===== config.mk =====
export PLATFORM = sky130hd
export DESIGN_NAME = stock_weight_bank_flat
export DESIGN_NICKNAME = d
export VERILOG_FILES = /design/src/rtl/stock_weight_bank_if.sv /design/src/rtl/stock_weight_bank.sv /design/src/flat_wrapper.sv
export SDC_FILE = /design/constraint.sdc
export NUM_CORES = 1
export LEC_CHECK = 0
export CORE_UTILIZATION = 23
export CTS_CLUSTER_SIZE = 25
export DETAILED_ROUTE_END_ITERATION = 16
export PLACE_DENSITY = 0.41
export SYNTH_ARGS = -nofsm -noshare
export SYNTH_HDL_FRONTEND = slang
export SYNTH_SLANG_ARGS = --single-unit

===== constraint.sdc =====
create_clock -name clk -period 7.01 [get_ports clk]
set_input_delay 1.0515 -clock clk [delete_from_list [all_inputs] [get_ports clk]]
set_output_delay 1.0515 -clock clk [all_outputs]
set_load 0.02 [all_outputs]

===== src/rtl/stock_weight_bank_if.sv =====
// Request/response channel of the stock weight bank: valid/ready in both directions.
// The master drives requests and consumes responses; the slave is the bank.
interface stock_weight_bank_if #(
  parameter int NUM_FEATURES = 5,
  parameter int FEAT_W       = 8,
  parameter int CMD_W        = 8,
  parameter int SEL_W        = 2
);
  logic                                 in_valid;
  logic                                 in_ready;
  logic [SEL_W-1:0]                     in_stock;
  logic [CMD_W+NUM_FEATURES*FEAT_W-1:0] in_data;
  logic                                 out_valid;
  logic                                 out_ready;
  logic [SEL_W-1:0]                     out_stock;
  logic [NUM_FEATURES*FEAT_W-1:0]       out_data;

  modport master (
    output in_valid, in_stock, in_data, out_ready,
    input  in_ready, out_valid, out_stock, out_data
  );

  modport slave (
    input  in_valid, in_stock, in_data, out_ready,
    output in_ready, out_valid, out_stock, out_data
  );
endinterface


===== src/rtl/stock_weight_bank.sv =====
// Per-stock weight store plus serial MAC buy/sell decision; 1 cycle to response (NUM_FEATURES+2 for CALC_BUY).
// One request in flight: in_ready only in IDLE, response held until out_ready.
module stock_weight_bank #(
  parameter int NUM_STOCKS   = 4,
  parameter int NUM_FEATURES = 5,
  parameter int FEAT_W       = 8,
  parameter int CMD_W        = 8,
  parameter int SEL_W        = (NUM_STOCKS > 1) ? $clog2(NUM_STOCKS) : 1
) (
  input  logic                 clk,
  input  logic                 rst,
  stock_weight_bank_if.slave   bus
);

  localparam int DW    = NUM_FEATURES * FEAT_W;
  localparam int IDX_W = (NUM_STOCKS > 1) ? $clog2(NUM_STOCKS) : 1;
  localparam int FI_W  = (NUM_FEATURES > 1) ? $clog2(NUM_FEATURES) : 1;
  localparam int ACC_W = 2 * FEAT_W + $clog2(NUM_FEATURES) + 1;
  localparam int WS_W  = FEAT_W + $clog2(NUM_FEATURES) + 1;

  localparam logic [CMD_W-1:0] CMD_SET   = CMD_W'(8'h0A);
  localparam logic [CMD_W-1:0] CMD_GET   = CMD_W'(8'h0B);
  localparam logic [CMD_W-1:0] CMD_CALC  = CMD_W'(8'h0C);
  localparam logic [CMD_W-1:0] CMD_POS   = CMD_W'(8'h0D);
  localparam logic [CMD_W-1:0] CMD_NEG   = CMD_W'(8'h0E);
  localparam logic [CMD_W-1:0] CMD_CLEAR = CMD_W'(8'h0F);

  typedef enum logic [1:0] {IDLE, MAC, CMP, RESP} state_t;

  function automatic logic [DW-1:0] resp_word(input logic [3:0] nib);
    logic [DW-1:0] w;
    w = '0;
    for (int i = 0; i < DW / 4; i++) w[i*4 +: 4] = nib;
    return w;
  endfunction

  function automatic logic [FEAT_W-1:0] sat_add(input logic [FEAT_W-1:0] a, input logic [FEAT_W-1:0] b);
    logic [FEAT_W:0] s;
    s = {1'b0, a} + {1'b0, b};
    return s[FEAT_W] ? {FEAT_W{1'b1}} : s[FEAT_W-1:0];
  endfunction

  function automatic logic [FEAT_W-1:0] sat_sub(input logic [FEAT_W-1:0] a, input logic [FEAT_W-1:0] b);
    return (a > b) ? (a - b) : '0;
  endfunction

  state_t              state_q;
  logic                in_ready_q;
  logic                out_valid_q;
  logic [DW-1:0]       out_data_q;
  logic [SEL_W-1:0]    out_stock_q;
  logic [FEAT_W-1:0]   weights_q [NUM_STOCKS][NUM_FEATURES];
  logic [FEAT_W-1:0]   feat_q    [NUM_FEATURES];
  logic [IDX_W-1:0]    stock_q;
  logic [FI_W-1:0]     idx_q;
  logic [ACC_W-1:0]    acc_q;
  logic [WS_W-1:0]     wsum_q;

  logic [CMD_W-1:0]    cmd;
  logic [IDX_W-1:0]    sel;
  logic                stock_ok;
  logic                cmd_ok;
  logic                accept;
  logic                wr_en;
  logic [FEAT_W-1:0]   feat_in [NUM_FEATURES];
  logic [FEAT_W-1:0]   w_d     [NUM_FEATURES];
  logic [DW-1:0]       rd_word;
  logic [DW-1:0]       resp_d;

  always_comb begin
    cmd      = bus.in_data[DW +: CMD_W];
    sel      = IDX_W'(bus.in_stock);
    stock_ok = 32'(bus.in_stock) < NUM_STOCKS;
    cmd_ok   = cmd inside {CMD_SET, CMD_GET, CMD_CALC, CMD_POS, CMD_NEG, CMD_CLEAR};
    accept   = bus.in_valid && in_ready_q;
    wr_en    = accept && stock_ok && (cmd inside {CMD_SET, CMD_POS, CMD_NEG, CMD_CLEAR});
    rd_word  = '0;
    for (int f = 0; f < NUM_FEATURES; f++) begin
      feat_in[f] = bus.in_data[f*FEAT_W +: FEAT_W];
      rd_word[f*FEAT_W +: FEAT_W] = weights_q[sel][f];
      w_d[f] = weights_q[sel][f];
      case (cmd)
        CMD_SET:   w_d[f] = feat_in[f];
        CMD_POS:   w_d[f] = sat_add(weights_q[sel][f], feat_in[f]);
        CMD_NEG:   w_d[f] = sat_sub(weights_q[sel][f], feat_in[f]);
        CMD_CLEAR: w_d[f] = '0;
        default:   w_d[f] = weights_q[sel][f];
      endcase
    end
    if (!(stock_ok && cmd_ok)) resp_d = resp_word(4'hE);
    else if (cmd == CMD_GET)   resp_d = rd_word;
    else                       resp_d = resp_word(4'hC);
  end

  always_ff @(posedge clk) begin
    if (rst) begin
      state_q     <= IDLE;
      in_ready_q  <= 1'b1;
      out_valid_q <= 1'b0;
      out_data_q  <= '0;
      out_stock_q <= '0;
      stock_q     <= '0;
      idx_q       <= '0;
      acc_q       <= '0;
      wsum_q      <= '0;
      for (int s = 0; s < NUM_STOCKS; s++)
        for (int f = 0; f < NUM_FEATURES; f++) weights_q[s][f] <= '0;
      for (int f = 0; f < NUM_FEATURES; f++) feat_q[f] <= '0;
    end else begin
      case (state_q)
        IDLE: begin
          if (accept) begin
            in_ready_q  <= 1'b0;
            out_stock_q <= bus.in_stock;
            if (wr_en)
              for (int f = 0; f < NUM_FEATURES; f++) weights_q[sel][f] <= w_d[f];
            if (stock_ok && cmd == CMD_CALC) begin
              stock_q <= sel;
              feat_q  <= feat_in;
              acc_q   <= '0;
              wsum_q  <= '0;
              idx_q   <= '0;
              state_q <= MAC;
            end else begin
              out_data_q <= resp_d;
              state_q    <= RESP;
            end
          end
        end
        MAC: begin
          acc_q  <= acc_q + ACC_W'(weights_q[stock_q][idx_q]) * ACC_W'(feat_q[idx_q]);
          wsum_q <= wsum_q + WS_W'(weights_q[stock_q][idx_q]);
          idx_q  <= idx_q + FI_W'(1);
          if (idx_q == FI_W'(NUM_FEATURES - 1)) state_q <= CMP;
        end
        CMP: begin
          // Strict compare: a tie against half the weight sum is a SELL.
          out_data_q <= (acc_q > ACC_W'(wsum_q >> 1)) ? resp_word(4'h1) : resp_word(4'h2);
          state_q    <= RESP;
        end
        RESP: begin
          if (out_valid_q && bus.out_ready) begin
            out_valid_q <= 1'b0;
            in_ready_q  <= 1'b1;
            state_q     <= IDLE;
          end else begin
            out_valid_q <= 1'b1;
          end
        end
        default: state_q <= IDLE;
      endcase
    end
  end

  assign bus.in_ready  = in_ready_q;
  assign bus.out_valid = out_valid_q;
  assign bus.out_data  = out_data_q;
  assign bus.out_stock = out_stock_q;

endmodule

===== src/flat_wrapper.sv =====
// flat-port wrapper written by rule: the top's interface ports become plain ports
module stock_weight_bank_flat 
#(
  parameter int NUM_STOCKS   = 4,
  parameter int NUM_FEATURES = 5,
  parameter int FEAT_W       = 8,
  parameter int CMD_W        = 8,
  parameter int SEL_W        = (NUM_STOCKS > 1) ? $clog2(NUM_STOCKS) : 1
)
  (clk, rst, bus_in_valid, bus_in_stock, bus_in_data, bus_out_ready, bus_in_ready, bus_out_valid, bus_out_stock, bus_out_data);
  stock_weight_bank_if #(.NUM_FEATURES(NUM_FEATURES), .FEAT_W(FEAT_W), .CMD_W(CMD_W), .SEL_W(SEL_W)) bus_i ();
  input  logic clk;
  input  logic rst;
  input wire logic [$bits(bus_i.in_valid)-1:0] bus_in_valid;
  input wire logic [$bits(bus_i.in_stock)-1:0] bus_in_stock;
  input wire logic [$bits(bus_i.in_data)-1:0] bus_in_data;
  input wire logic [$bits(bus_i.out_ready)-1:0] bus_out_ready;
  output wire logic [$bits(bus_i.in_ready)-1:0] bus_in_ready;
  output wire logic [$bits(bus_i.out_valid)-1:0] bus_out_valid;
  output wire logic [$bits(bus_i.out_stock)-1:0] bus_out_stock;
  output wire logic [$bits(bus_i.out_data)-1:0] bus_out_data;
  assign bus_i.in_valid = bus_in_valid;
  assign bus_i.in_stock = bus_in_stock;
  assign bus_i.in_data = bus_in_data;
  assign bus_i.out_ready = bus_out_ready;
  assign bus_in_ready = bus_i.in_ready;
  assign bus_out_valid = bus_i.out_valid;
  assign bus_out_stock = bus_i.out_stock;
  assign bus_out_data = bus_i.out_data;
  stock_weight_bank #(.NUM_STOCKS(NUM_STOCKS), .NUM_FEATURES(NUM_FEATURES), .FEAT_W(FEAT_W), .CMD_W(CMD_W), .SEL_W(SEL_W)) u_core (.clk(clk), .rst(rst), .bus(bus_i));
endmodule

==> impl_metrics.tcl, run 1 <==
set metrics [dict create \
    maxCapViolCount 0 \
    drive_above_1_share_pct 9.83 \
    wl_per_cell_um 23.4 \
    syn_area_per_cell_um2 9.38 \
    antenna_found_initial 0 \
    first_global_vias 18138 \
    ir_drop_mv 0.139 \
    ff2ff_setup_slack_ns 0.58 \
    power_frac_clock_pct 33.2 \
    cts.clk_slew.worst_paths_ns 0.06 \
    slew_headroom_pct 26.4 \
    cts_resized 0 \
    die_w_um 307 \
    ys.flop_type "edfxtp_1" \
    min_path_type "reg2reg" \
    hold_start "u_core.stock_q[1]" \
    area.growth.synth_to_final_pct 16.6 \
    cts_max_level 2 \
    synth.net_count 2546 \
    initialDrtViolationCount 1511 \
    core_um2 91900 \
    drcViolationCount 0 \
    numPortBuffers 97 \
    rsz0062_at_grt "no" \
    finalHoldViolations 0 \
    synthTopCellsByArea "edfxtp_1 (22%), dfxtp_1 (12%), mux4_2 (9.0%), ha_1 (8.5%), fa_1 (5.7%)" \
    switching_share_pct 34.0 \
    synth_cells 2285 \
    clk_latency_ns 0.57 \
    leakage_nw 9.51 \
    power.switching_mw 1.86 \
    yosysSeqAreaShare_pct 34.1 \
    synth-seq-cells 285 \
    globalplace.congestion 0.861 \
    power.density_nw_per_um2 219 \
    worst_slew_pin_slew_ns 1.09 \
    clockBufferDepth 3 \
    numClockSinks 285 \
    cts_setup_buffers 0 \
    fin_util_pct 27.2 \
    ctsHoldBuffers 0 \
    drt_pass1_iterations 5 \
    grt_max_degree 61 \
    fin_ws_ns 0.581 \
    fill_cells 9907 \
    vias 18032 \
    p_total_mw 5.46 \
    initial_utilization_pct 23.3 \
    reg2regPathDepth 18 \
    cts-root-buf "clkbuf_16" \
    dp_hpwl_mm 62.8 \
    numCtsBuffers 35 \
    grt_remaining_overflow 0 \
    p_comb_share_pct 29.7 \
    cp.required_ns 7.45 \
    fin_skew_ns 0.0409 \
    cp.arrival_ns 6.87 \
    finalCriticalPeriod_ns 6.43 \
    routed_via_density 5.00 \
    die_area_um2 94400 \
    period_share_pct 91.7 \
    syn-cell-area_um2 21400 \
    cp_max_fo 25 \
    use_met1_pct 23.9 \
    top_level_ports 98 \
    die_y_um 307 \
    maxSlewViolCount 0 \
    ant_nets 0 \
    synth_cell_types 82 \
    drt_wl_total_mm 84.4 \
    n_antenna_cell 0 \
    clock.fmax_mhz 156 \
    cell_internal_pwr_mw 3.60 \
    yosys.area.top_type "edfxtp_1" \
    synth_top_cell_area_share_pct 22.4 \
    cp-start-kind "register" \
    hold_path_depth 2 \
    seqPwrFrac_pct 37.1 \
    track_usage_pct 17.7 \
    crit_type "reg2reg" \
    pre_cts_ws_ns 0.639 \
    fin_tns_setup_ns 0 \
    async_flop_share_pct 0 \
    top_usage_layer "met2" \
    met2_usage_pct 29.4 \
    crit_path_end_kind "register" \
    nNetsFinal 2595 \
    use_met3_pct 2.28 \
    rows 111 \
    grt_pass1_wl_mm 124 \
    finalSetupViolCount 0 \
    ys_warn_count 0 \
    r2r_end "u_core.acc_q[14]" \
    outcome "finished clean" \
    synth-edff-count 160 \
    cts_tree "yes" \
]
## through the flow
stage,std cells,hold WS (ns),cell area (um^2)
2_1_floorplan,2285,0.433,21400
3_3_place_gp,3540,0.442,23900
3_5_place_dp,3540,0.449,23900
4_1_cts,3603,0.457,25000
5_1_grt,3603,0.478,25000
6_report,3603,0.453,25000
## layer usage
layer	wire length [um]	part of all wire, %
met1	37800	45
met2	39700	47
met3	4400	5.2
met4	2530	3.0
met5	0	0
## how the worst max path moves through the flow
stage | end | startpoint | depth (start not counted)
floorplan | u_core.acc_q[14] | register | 21
global placement | u_core.acc_q[14] | register | 20
detailed placement | u_core.acc_q[14] | register | 20
CTS | u_core.acc_q[14] | register | 20
global route | u_core.acc_q[14] | register | 18
finish | u_core.acc_q[14] | register | 18
## Yosys cell counts (all sizes together) (17+ instances only)
library cell	instances
dfxtp	125
inv	204
mux4	86
a21o	25
xnor2	18
nand4	17
nor2b	86
xor2	20
a211oi	40
edfxtp	160
o21bai	18
o21ai	75
ha	146
nor2	252
nand2	199
fa	61
mux2i	47
a31oi	32
buf	27
nor3	43
nand2b	36
a21oi	167
clkbuf	108
or3	17
nand3	51
a22oi	18
## logic make-up after synthesis
logic type | count (synthesis) | share of synthesized area [%]
flops | 285 | 34.1
xor+xnor | 38 | 1.55
fa+ha+maj | 207 | 14.2
compound gates | 503 | 15.3
mux | 134 | 11.3
simple gates | 778 | 17.3
buf+inv | 340 | 6.16
## power groups by stage
stage | Combinational, mW | Clock, mW | Sequential, mW
floorplan | 0.824 | 0 | 2.17
global route | 1.74 | 1.92 | 2.05
global placement | 1.62 | 0 | 2.06
CTS | 1.63 | 1.86 | 2.03
detailed placement | 1.63 | 0 | 2.07
finish | 1.62 | 1.81 | 2.03
## cell type report
type / instances / area (um^2) / share of cell area [%]
well taps: 1243 / 1560 / 6.23
clock buffers: 52 / 1020 / 4.08
repair buffers: 147 / 1370 / 5.50
multi-input cells: 1660 / 12900 / 51.5
flip-flops and latches: 285 / 7310 / 29.3
inverters: 205 / 769 / 3.08
clock inverters: 11 / 96.3 / 0.386
## flip-flops by register name, summed over array words and instances (netlist names), named ones only
| register | count |
|---|---|
| u_core.bus.out_stock | 2 |
| u_core.state_q | 2 |
| u_core.idx_q | 3 |
| u_core.bus.out_valid | 1 |
| u_core.acc_q | 20 |
| u_core.stock_q | 2 |
| u_core.feat_q | 40 |
| u_core.weights_q | 160 |
| u_core.bus.in_ready | 1 |
| u_core.bus.out_data | 40 |
| u_core.wsum_q | 12 |
## critical path, stage by stage, from the launching register on
cell     delay [ns]
dfxtp_2        0.70
buf_12         0.30
mux4_2         0.30
mux2i_1        0.12
o21ai_1        0.73
nor2b_1        0.26
fa_1           0.46
fa_1           0.51
fa_1           0.54
inv_1          0.06
fa_1           0.54
inv_1          0.04
ha_1           0.37
a21o_1         0.21
a21oi_1        0.15
nor2b_1        0.10
o311a_1        0.35
or3_1          0.31
a32o_1         0.25
## cell usage in the layout (no fill, tap or decap), types with 25 or more instances in the layout
master / instances
nand2b_1: 32
fa_1: 61
nor3_1: 39
clkdlybuf4s50_1: 94
mux2i_1: 47
buf_4: 49
nand2_1: 199
nand3_1: 50
nor2_1: 250
dfxtp_1: 123
a31oi_1: 32
mux4_2: 86
o21ai_0: 70
a211oi_1: 38
nor2b_1: 86
a21o_1: 25
a21oi_1: 166
ha_1: 146
clkbuf_16: 36
inv_1: 203
edfxtp_1: 160
Note: power is estimated with default switching activity, not from simulation.
==> inputs of run 2 (changes only) <==
--- a/config.mk
+++ b/config.mk
@@ -8,7 +8,10 @@
 export CORE_UTILIZATION = 23
 export CTS_CLUSTER_SIZE = 25
 export DETAILED_ROUTE_END_ITERATION = 16
+export HOLD_SLACK_MARGIN = 0.12
+export MAX_ROUTING_LAYER = met4
 export PLACE_DENSITY = 0.41
+export RECOVER_POWER = 100
 export SYNTH_ARGS = -nofsm -noshare
 export SYNTH_HDL_FRONTEND = slang
 export SYNTH_SLANG_ARGS = --single-unit
==> impl_metrics.tcl, run 2 (synthesis results as in run 1) <==
set metrics [dict create \
    outcome "complete, but fails checks" \
    violations "max-capacitance violations, max-slew violations" \
    antenna_found_initial 0 \
    cp_max_fo 35 \
    initial_utilization_pct 23.3 \
    multi_input_area_um2 12800 \
    track_usage_pct 18.2 \
    largest_reg_flops 160 \
    min_path_type "reg2reg" \
    p_total_mw 5.55 \
    ctsHoldBuffers 0 \
    clk_latency_ns 0.57 \
    fill_cells 9868 \
    finalSetupViolCount 0 \
    cp.required_ns 7.46 \
    first_global_vias 17807 \
    worst_slew_pin_slew_ns 3.50 \
    final_common_cell "nor2_1" \
    cts_resized 0 \
    routed_via_density 5.04 \
    grt_pass1_wl_mm 123 \
    fin_skew_ns 0.0281 \
    pre_cts_ws_ns 0.501 \
    reg2regPathDepth 19 \
    fin_tns_setup_ns 0 \
    vias 18157 \
    crit_type "reg2reg" \
    rows 111 \
    period_share_pct 92.9 \
    top_level_ports 98 \
    dp_hpwl_mm 63.2 \
    clock.fmax_mhz 154 \
    cp-start-kind "register" \
    drcViolationCount 0 \
    area.growth.synth_to_final_pct 16.6 \
    cts.clk_slew.worst_paths_ns 0.06 \
    cts_setup_buffers 0 \
    cts_max_level 2 \
    grt_remaining_overflow 0 \
    r2r_end "u_core.acc_q[14]" \
    maxCapViolCount 12 \
    finalCriticalPeriod_ns 6.51 \
    top_register "u_core.weights_q" \
    finalHoldViolations 0 \
    fin_util_pct 27.2 \
    mostFrequentLayoutCells "nor2_1 (250), inv_1 (203), nand2_1 (199), a21oi_1 (166), edfxtp_1 (160)" \
    ir_drop_mv 0.129 \
    core_um2 91900 \
    ant_nets 0 \
    maxSlewViolCount 543 \
    numCtsBuffers 36 \
    die_area_um2 94400 \
    seqCellArea_um2 7310 \
    leakage_nw 9.61 \
    globalplace.congestion 0.871 \
    critPathCapture "u_core.acc_q[14]" \
    fin_ws_ns 0.500 \
    die_w_um 307 \
    drt_wl_total_mm 84.3 \
    n_antenna_cell 0 \
    initialDrtViolationCount 1407 \
    cp.arrival_ns 6.96 \
    drive_above_1_share_pct 9.14 \
    wl_per_cell_um 23.4 \
    crit_path_end_kind "register" \
    nNetsFinal 2598 \
    cts-root-buf "clkbuf_16" \
    slew_headroom_pct -133 \
    power.density_nw_per_um2 222 \
    die_y_um 307 \
    drt_pass1_iterations 6 \
    clockBufferDepth 3 \
    grt_max_degree 76 \
    rsz0062_at_grt "no" \
    numPortBuffers 97 \
    numClockSinks 285 \
    ff2ff_setup_slack_ns 0.50 \
    cts_tree "yes" \
]
-- run 2: cell type report --
class / count / area share, %
multi-input combinational: 1660 / 51.3
sequential: 285 / 29.3
tap: 1243 / 6.22
timing repair buffer: 149 / 5.34
clock buffer: 47 / 3.98
inverter: 205 / 3.08
clock inverter: 17 / 0.781
-- run 2: per-layer routing --
layer  wire length, um  GRT usage, %
met5                 0             -
met3              4240          2.18
met2             39800          29.4
met1             38200          24.2
met4              2080          4.22
-- run 2: stage by stage --
step                      area [um^2]  cells  hold slack (ns)
after global placement          23900   3542            0.444
after detailed placement        23900   3542            0.448
final                           25000   3606            0.454
after CTS                       25100   3606            0.455
after floorplan                 21400   2285            0.433
after global routing            25000   3606            0.465
-- run 2: critical path, stage by stage (launching register included) --
cell and delay [ns]:
dfxtp_2 0.46, buf_12 0.34, mux4_2 0.58, nand2_1 0.08, o21ai_0 0.10, a21oi_1 0.64, nor2_1 0.16, fa_1 0.54
fa_1 0.53, fa_1 0.55, inv_1 0.06, fa_1 0.53, inv_1 0.04, ha_1 0.37, a21o_1 0.22, a21oi_1 0.14
nor2b_1 0.09, o311a_1 0.35, or3_1 0.30, a32o_1 0.26
-- run 2: power by group --
part	switching, mW	internal (mW)	total, mW	leakage, nW
combinational	0.979	0.611	1.59	6.37
clock	0.790	1.15	1.94	0.576
sequential	0.100	1.92	2.02	2.67
total	1.87	3.68	5.55	9.61
-- run 2: worst min path at each step --
stage	cells after the start	to	slack [ns]	from
floorplan	2	u_core.feat_q[16]	0.43	u_core.feat_q[16]
global placement	2	u_core.wsum_q[0]	0.44	u_core.wsum_q[0]
detailed placement	2	u_core.feat_q[21]	0.45	u_core.feat_q[21]
CTS	2	u_core.feat_q[21]	0.46	u_core.feat_q[21]
global route	2	u_core.feat_q[34]	0.47	u_core.feat_q[34]
finish	2	u_core.feat_q[34]	0.45	u_core.feat_q[34]
==> inputs of run 3 (changes only) <==
--- a/config.mk
+++ b/config.mk
@@ -5,6 +5,7 @@
 export SDC_FILE = /design/constraint.sdc
 export NUM_CORES = 1
 export LEC_CHECK = 0
+export CAP_MARGIN = 20
 export CORE_UTILIZATION = 23
 export CTS_CLUSTER_SIZE = 25
 export DETAILED_ROUTE_END_ITERATION = 16
==> results of run 3 <==
Final layout, timing and power as in run 2 (identical DEF).
